## src/rtl/active_burst_engine_pkg.sv

```systemverilog
// Shared encodings for the burst engine: FSM states, operation modes,
// error codes and bus response values.
package active_burst_engine_pkg;

  typedef enum logic [3:0] {
    S_IDLE   = 4'd0,
    S_LAUNCH = 4'd1,
    S_AR     = 4'd2,
    S_R      = 4'd3,
    S_RACK   = 4'd4,
    S_MODIFY = 4'd5,
    S_AW     = 4'd6,
    S_W      = 4'd7,
    S_B      = 4'd8,
    S_WACK   = 4'd9,
    S_NEXT   = 4'd10,
    S_DONE   = 4'd11
  } state_t;

  localparam logic [1:0] MODE_READ  = 2'd0;
  localparam logic [1:0] MODE_WRITE = 2'd1;
  localparam logic [1:0] MODE_RMW   = 2'd2;
  localparam logic [1:0] MODE_RSVD  = 2'd3;

  localparam logic [1:0] ERR_NONE    = 2'd0;
  localparam logic [1:0] ERR_RLAST   = 2'd1;
  localparam logic [1:0] ERR_BRESP   = 2'd2;
  localparam logic [1:0] ERR_TIMEOUT = 2'd3;

  localparam logic [1:0] RESP_OKAY   = 2'b00;
  localparam logic [1:0] RESP_EXOKAY = 2'b01;

endpackage

```

## src/rtl/active_burst_engine_line_beat_buffer.sv

```systemverilog
// One cache line held as beats: written beat-by-beat or loaded whole,
// read back one beat at a time or as the full line.
module line_beat_buffer #(
  parameter int DATA_W = 128,
  parameter int BEATS  = 4,
  parameter int BW     = $clog2(BEATS)
) (
  input  logic                    clk,
  input  logic                    rst,
  input  logic                    wr_en,
  input  logic [BW-1:0]           wr_idx,
  input  logic [DATA_W-1:0]       wr_data,
  input  logic                    ld_en,
  input  logic [BEATS*DATA_W-1:0] ld_line,
  input  logic [BW-1:0]           rd_idx,
  output logic [DATA_W-1:0]       rd_data,
  output logic [BEATS*DATA_W-1:0] line
);

  logic [BEATS-1:0][DATA_W-1:0] mem;

  always_ff @(posedge clk) begin
    if (rst)        mem <= '0;
    else if (ld_en) mem <= ld_line;
    else if (wr_en) mem[wr_idx] <= wr_data;
  end

  assign rd_data = mem[rd_idx];
  assign line    = mem;

endmodule

```

## src/rtl/active_burst_engine.sv

```systemverilog
// Line-granular read / write / read-modify-write burst engine driving
// separate AR/R and AW/W/B channels, one line per bus transaction.
module active_burst_engine
  import active_burst_engine_pkg::*;
#(
  parameter int C_ACE_DATA_WIDTH = 128,
  parameter int C_ACE_ADDR_WIDTH = 44,
  parameter int BEATS_PER_LINE   = 4,
  parameter int MAX_LINES        = 8,
  parameter int TIMEOUT_CYCLES   = 1024
) (
  input  logic                                      ace_aclk,
  input  logic                                      ace_areset,
  input  logic                                      i_start,
  input  logic [1:0]                                i_mode,
  input  logic [C_ACE_ADDR_WIDTH-1:0]               i_base_addr,
  input  logic [$clog2(MAX_LINES+1)-1:0]            i_num_lines,
  input  logic [C_ACE_DATA_WIDTH*BEATS_PER_LINE-1:0] i_wline,
  input  logic [C_ACE_DATA_WIDTH*BEATS_PER_LINE-1:0] i_xor_mask,
  output logic                                      o_arvalid,
  output logic [C_ACE_ADDR_WIDTH-1:0]               o_araddr,
  output logic [7:0]                                o_arlen,
  input  logic                                      i_arready,
  input  logic                                      i_rvalid,
  input  logic [C_ACE_DATA_WIDTH-1:0]               i_rdata,
  input  logic                                      i_rlast,
  output logic                                      o_rready,
  output logic                                      o_rack,
  output logic                                      o_awvalid,
  output logic [C_ACE_ADDR_WIDTH-1:0]               o_awaddr,
  output logic [7:0]                                o_awlen,
  input  logic                                      i_awready,
  output logic                                      o_wvalid,
  output logic [C_ACE_DATA_WIDTH-1:0]               o_wdata,
  output logic                                      o_wlast,
  input  logic                                      i_wready,
  input  logic                                      i_bvalid,
  input  logic [1:0]                                i_bresp,
  output logic                                      o_bready,
  output logic                                      o_wack,
  output logic                                      o_busy,
  output logic                                      o_done,
  output logic                                      o_error,
  output logic [1:0]                                o_err_code,
  output logic [C_ACE_DATA_WIDTH*BEATS_PER_LINE-1:0] o_line,
  output logic                                      o_line_valid,
  output logic [$clog2(MAX_LINES)-1:0]              o_line_idx,
  output logic [3:0]                                o_state
);

  localparam int A    = C_ACE_ADDR_WIDTH;
  localparam int LW   = C_ACE_DATA_WIDTH*BEATS_PER_LINE;
  localparam int NLW  = $clog2(MAX_LINES+1);
  localparam int IW   = $clog2(MAX_LINES);
  localparam int BW   = $clog2(BEATS_PER_LINE);
  localparam int BPL  = C_ACE_DATA_WIDTH/8*BEATS_PER_LINE;
  localparam int OFFW = $clog2(BPL);
  localparam int TW   = $clog2(TIMEOUT_CYCLES+1);
  localparam logic [TW-1:0] TMO_LAST = TW'(TIMEOUT_CYCLES-1);

  state_t               state, state_nxt;
  logic [1:0]           mode_q, err_q;
  logic                 error_q;
  logic [A-1:0]         base_q, line_addr;
  logic [NLW-1:0]       num_q, idx_q, num_clamped;
  logic [LW-1:0]        mask_q, rline;
  logic [BW-1:0]        beat_q;
  logic [TW-1:0]        tmo_q;
  logic                 last_beat, tmo_hit, start_ok;
  logic [C_ACE_DATA_WIDTH-1:0] wbeat, rbuf_rd_unused;
  logic [LW-1:0]        wbuf_line_unused;

  assign start_ok    = (state == S_IDLE) && i_start;
  assign last_beat   = (beat_q == BW'(BEATS_PER_LINE-1));
  assign tmo_hit     = (tmo_q == TMO_LAST);
  assign num_clamped = (i_num_lines > NLW'(MAX_LINES)) ? NLW'(MAX_LINES) : i_num_lines;
  assign line_addr   = (base_q & ~A'(BPL-1)) + (A'(idx_q) << OFFW);

  line_beat_buffer #(.DATA_W(C_ACE_DATA_WIDTH), .BEATS(BEATS_PER_LINE)) u_rbuf (
    .clk(ace_aclk), .rst(ace_areset),
    .wr_en((state == S_R) && i_rvalid), .wr_idx(beat_q), .wr_data(i_rdata),
    .ld_en(1'b0), .ld_line('0),
    .rd_idx(beat_q), .rd_data(rbuf_rd_unused), .line(rline)
  );

  // Write line: the caller's line is captured at start; RMW overwrites it.
  line_beat_buffer #(.DATA_W(C_ACE_DATA_WIDTH), .BEATS(BEATS_PER_LINE)) u_wbuf (
    .clk(ace_aclk), .rst(ace_areset),
    .wr_en(1'b0), .wr_idx('0), .wr_data('0),
    .ld_en(start_ok || (state == S_MODIFY)),
    .ld_line((state == S_MODIFY) ? (rline ^ mask_q) : i_wline),
    .rd_idx(beat_q), .rd_data(wbeat), .line(wbuf_line_unused)
  );

  always_ff @(posedge ace_aclk) begin
    if (ace_areset) begin
      state <= S_IDLE;
      mode_q <= '0; base_q <= '0; num_q <= '0; mask_q <= '0;
      idx_q <= '0; beat_q <= '0; tmo_q <= '0; err_q <= '0; error_q <= 1'b0;
    end else begin
      state <= state_nxt;
      case (state)
        S_IDLE: if (i_start) begin
          mode_q <= i_mode; base_q <= i_base_addr; num_q <= num_clamped;
          mask_q <= i_xor_mask; idx_q <= '0; beat_q <= '0;
          err_q <= ERR_NONE; error_q <= 1'b0;
        end
        S_AR: if (i_arready) begin tmo_q <= '0; beat_q <= '0; end
        S_R: begin
          if (i_rvalid) begin
            tmo_q  <= '0;
            beat_q <= beat_q + BW'(1);
            if (i_rlast != last_beat) begin
              err_q <= ERR_RLAST; error_q <= 1'b1; beat_q <= '0;
            end
          end else begin
            tmo_q <= tmo_q + TW'(1);
            if (tmo_hit) begin err_q <= ERR_TIMEOUT; error_q <= 1'b1; end
          end
        end
        S_AW: if (i_awready) beat_q <= '0;
        S_W: if (i_wready) begin
          beat_q <= beat_q + BW'(1);
          if (last_beat) tmo_q <= '0;
        end
        S_B: begin
          if (i_bvalid) begin
            if (i_bresp != RESP_OKAY) begin err_q <= ERR_BRESP; error_q <= 1'b1; end
          end else begin
            tmo_q <= tmo_q + TW'(1);
            if (tmo_hit) begin err_q <= ERR_TIMEOUT; error_q <= 1'b1; end
          end
        end
        S_NEXT: idx_q <= idx_q + NLW'(1);
        default: ;
      endcase
    end
  end

  always_comb begin
    state_nxt    = state;
    o_arvalid    = 1'b0;
    o_rready     = 1'b0;
    o_rack       = 1'b0;
    o_line_valid = 1'b0;
    o_awvalid    = 1'b0;
    o_wvalid     = 1'b0;
    o_wlast      = 1'b0;
    o_bready     = 1'b0;
    o_wack       = 1'b0;
    o_done       = 1'b0;
    case (state)
      S_IDLE:   if (i_start) state_nxt = S_LAUNCH;
      S_LAUNCH: begin
        if (num_q == '0 || mode_q == MODE_RSVD) state_nxt = S_DONE;
        else if (mode_q == MODE_WRITE)          state_nxt = S_AW;
        else                                    state_nxt = S_AR;
      end
      S_AR: begin
        o_arvalid = 1'b1;
        if (i_arready) state_nxt = S_R;
      end
      S_R: begin
        o_rready = 1'b1;
        if (i_rvalid) begin
          if (i_rlast != last_beat) state_nxt = S_DONE;
          else if (last_beat)       state_nxt = S_RACK;
        end else if (tmo_hit) state_nxt = S_DONE;
      end
      S_RACK: begin
        o_rack = 1'b1; o_line_valid = 1'b1;
        state_nxt = (mode_q == MODE_RMW) ? S_MODIFY : S_NEXT;
      end
      S_MODIFY: state_nxt = S_AW;
      S_AW: begin
        o_awvalid = 1'b1;
        if (i_awready) state_nxt = S_W;
      end
      S_W: begin
        o_wvalid = 1'b1; o_wlast = last_beat;
        if (i_wready && last_beat) state_nxt = S_B;
      end
      S_B: begin
        o_bready = 1'b1;
        if (i_bvalid) state_nxt = (i_bresp != RESP_OKAY) ? S_DONE : S_WACK;
        else if (tmo_hit) state_nxt = S_DONE;
      end
      S_WACK: begin o_wack = 1'b1; state_nxt = S_NEXT; end
      S_NEXT: state_nxt = (idx_q + NLW'(1) == num_q) ? S_DONE : S_LAUNCH;
      S_DONE: begin o_done = 1'b1; state_nxt = S_IDLE; end
      default: state_nxt = S_IDLE;
    endcase
  end

  // Payload and length fields read as zero whenever their VALID is low.
  assign o_araddr   = o_arvalid ? line_addr : '0;
  assign o_arlen    = o_arvalid ? 8'(BEATS_PER_LINE-1) : 8'd0;
  assign o_awaddr   = o_awvalid ? line_addr : '0;
  assign o_awlen    = o_awvalid ? 8'(BEATS_PER_LINE-1) : 8'd0;
  assign o_wdata    = o_wvalid ? wbeat : '0;
  assign o_busy     = (state != S_IDLE);
  assign o_error    = error_q;
  assign o_err_code = err_q;
  assign o_line     = rline;
  assign o_line_idx = idx_q[IW-1:0];
  assign o_state    = state;

endmodule

```

## config.mk

```make
export PLATFORM = sky130hd
export DESIGN_NAME = active_burst_engine
export DESIGN_NICKNAME = d
export VERILOG_FILES = /design/src/rtl/active_burst_engine_pkg.sv /design/src/rtl/active_burst_engine_line_beat_buffer.sv /design/src/rtl/active_burst_engine.sv
export SDC_FILE = /design/constraint.sdc
export NUM_CORES = 2
export LEC_CHECK = 0
export CELL_PAD_IN_SITES_DETAIL_PLACEMENT = 2
export CELL_PAD_IN_SITES_GLOBAL_PLACEMENT = 2
export CORE_AREA = 2 2 770 772
export DETAILED_ROUTE_END_ITERATION = 7
export DIE_AREA = 0 0 772 774
export PLACE_DENSITY_LB_ADDON = 0.3
export RECOVER_POWER = 25
export SETUP_SLACK_MARGIN = 0.5
export SLEW_MARGIN = 10
export SYNTH_ARGS = -nofsm -noshare
export SYNTH_HDL_FRONTEND = slang
export SYNTH_SLANG_ARGS = --single-unit
```

## constraint.sdc

```tcl
create_clock -name ace_aclk -period 2.75 [get_ports ace_aclk]
set_clock_uncertainty 0.05 [all_clocks]
set_input_delay 0.6875 -clock ace_aclk [delete_from_list [all_inputs] [get_ports ace_aclk]]
set_output_delay 0.6875 -clock ace_aclk [all_outputs]
set_load 0.01 [all_outputs]
```

==> impl_metrics.toml <==
[sta]
fin_ws_ns = -1.36
tightestPinTransition_ns = 0.891
final.min_clock_period_ns = 4.11
timing.fmax_mhz = 243
holdWs_ns = 0.241
hold_viol = 0
timing_max_transition_violations_final = 0
max-slew-margin-rel = 0.406
fin_crit_sh = 1.49
setup_viols_final = 1495
finalSetupTns_ns = -423.23
rsz_0062_raised_after_global_routing = "true"

[grt]
globalRoute.totalOverflow = 0
first_global_vias = 81459
grt_first_pass_wirelength_mm = 772
gr-usage-all-layers = 0.189
antenna_found_initial = 160
largest_net_degree_at_the_start_of_global_routing = 84

[die]
row_count = 282
dieWidth_um = 772
core_area_sq_um = 589000
ioPinCount = 1978
initial_utilization = 0.118
dieArea_sq_um = 598000
die_height_um = 774

[routing]
detail_route.wl_per_cell_um = 30.6
drt-initial-drc-count = 4443
dr.pass1.iters = 5
routed-via-count = 76864
postRouteAntennaNets = 0
remaining_drc_errors = 0
finalWirelength_mm = 596
route.detailed.vias_per_inst = 3.94

[logic_synthesis]
synth_largest_type_area_fraction = 0.463
synth.lib_cells_used.distinct = 64
postSynth.asyncResetShare = 0
yosysSeqAreaShare = 0.463
postSynthCellCount = 8775
synth_top_cells_by_area = "dfxtp_1 (46%), nand2_1 (17%), a21oi_1 (8.0%)"
ys.flop_type = "dfxtp_1"
synth_largest_area_cell = "dfxtp_1"
post_synth.cell_area_avg_sq_um = 7.90
synth_enable_flop_cells = 0
ys_warn_count = 0
yosys_register_bits = 1604
synthesis.area_sq_um = 69300

[power_and_ir_drop]
power.leakage_uw = 0.0460
p_per_area_nw_per_um2 = 683
total_power_consumption_of_the_routed_design_uw = 81400
vdd_drop_max_v = 0.000544

[cells_and_area]
fillers = 67672
multi_input_comb_area_sq_um = 36000
area.growth.synth_to_final_pct = 72.0
register_area_sq_um = 32900
layout_common_cells = "nand2_1 (3148), clkdlybuf4s50_1 (1371), dfxtp_1 (1358), a21oi_1 (1055), buf_4 (862)"
finish.cell_count_without_fillers = 19500
most_frequent_standard_cell_in_the_layout_excluding_fill_and_tap_cells = "nand2_1"
nNetsFinal = 12676
post_route_cells_drive_above_1_share = 0.237

[critical_path]
r2r_end = "u_wbuf.line[429]"
timing.rr.start = "o_state[0]"
worst-setup-path-type = "reg -> out"
critical_path.startpoint_type = "flop"
worst_setup_path_end_kind = "output pin"
reg2reg_slack_ns = -0.52
critPathLaunch = "idx_q[0]"
worst_ep_arrival_time_ns = 3.37
cp.required_ns = 2.01
reg2regPathDepth = 10
cp_max_fo = 5
crit_end = "o_awaddr[40]"

[place]
port_buffers = 1947
gpl.final_weighted_congestion = 0.901
dp_slack_ns = -1.26
place.detailed.instances = 18502
detailed_placement_hpwl_mm = 475

[status]
violations = "negative setup slack"
status = "finished, violations left"

[run]
max_cap_violations = 0

[cts]
cts_inserted_buffers = 224
clockRootBuffer = "clkbuf_16"
h_tree_depth = 4
tritoncts = "yes"
cts-root-to-sink-buffers = 4
clk_transition_reported_paths_ns = 0.06
cts.sinks = 1604
worstSkewPairLatency_ns = 0.94

[hold_path]
min_delay_path_depth = 3
worst_hold_path_type = "in -> reg"
==> logic make-up after synthesis <==
kind of cell,share of synthesized area
fa+ha+maj,0.00209
mux,0.0419
xor+xnor,0.0704
other cells,0.0000541
simple gates,0.228
buf+inv,0.0433
compound gates,0.151
flops,0.463
==> synthesized netlist by cell type (all sizes together), types with 2 or more instances <==
master	n
nor4b	4
nor3	7
o22ai	3
a31o	2
nand4bb	2
nor2b	9
nand3b	8
o21ai	16
mux4	128
inv	17
nor4	6
or2	2
buf	73
or4b	2
nand2b	6
a21o	6
a211oi	13
a21boi	3
and2	134
dfxtp	1604
nand2	3187
or3	2
xnor2	28
nand4	16
or3b	2
a2111oi	3
o31ai	3
or4	4
nor2	607
a32oi	2
nand3	14
xor2	529
and3	5
a22oi	2
o21a	2
a311oi	514
and4	8
a21oi	1102
clkbuf	669
mux2i	2
ha	10
o211ai	4
==> where the power goes <==
group / switching, uW / internal, uW / leakage [uW]
registers: 2450 / 26300 / 0.0132
logic: 13200 / 9030 / 0.0291
clock network: 12700 / 17700 / 0.00366
==> what timing repair did <==
item / CTS / global route
pin swaps: 132 / 131
setup buffers: 437 / 71
endpoints found under the setup margin: 2130 / 1997
endpoints found under the hold margin: 0 / 0
hold buffers: 0 / 0
resized for setup: 3953 / 297
cloned: 14 / 12
==> layer usage <==
metal / global-route usage / part of all wire
met4: 0.0407 / 0.024
met5: 0 / 0.00074
met2: 0.326 / 0.48
met1: 0.232 / 0.42
met3: 0.0551 / 0.075
==> registers in the layout, indices dropped and copies added, names as in the netlist <==
name	cells
u_rbuf.line	512
o_error	1
base_q	38
u_wbuf.line	512
mode_q	2
idx_q	4
mask_q	512
tmo_q	11
o_err_code	2
o_state	4
beat_q	2
num_q	4
==> critical path, cell delays in order (launching register included) <==
cell and delay (ns):
dfxtp_4 0.36, ha_4 0.13, inv_2 0.04, fa_2 0.36, nor2b_4 0.16, o21ai_4 0.10
buf_8 0.15, a21oi_4 0.18, nand4_1 0.14, buf_4 0.17, a21oi_4 0.35, buf_6 0.18
buf_12 0.10
==> final cells by class <==
cell class,count,share of cell area
Sequential cell,1604,0.276
Multi-Input combinational cell,6434,0.302
Timing Repair Buffer,3170,0.275
Antenna cell,56,0.00118
Tap cell,7810,0.0820
Clock buffer,340,0.0553
Inverter,18,0.000672
Clock inverter,68,0.00745
==> worst min-delay path by stage <==
stage | startpoint | endpoint | slack [ns]
after floorplan | base_q[40] | base_q[40] | 0.39
after global placement | mask_q[22] | mask_q[22] | 0.40
after detailed placement | base_q[40] | base_q[40] | 0.41
after CTS | i_xor_mask[302] | mask_q[302] | 0.08
after global routing | i_xor_mask[434] | mask_q[434] | 0.17
final | i_xor_mask[56] | mask_q[56] | 0.24
==> per-stage QoR <==
stage	utilization	instance area [sq um]
after floorplan	-	69800
after global placement	0.176	103000
after detailed placement	0.176	103000
after CTS	0.201	118000
after global routing	0.202	119000
final	0.203	119000
Note: power is estimated with default switching activity, not from simulation.
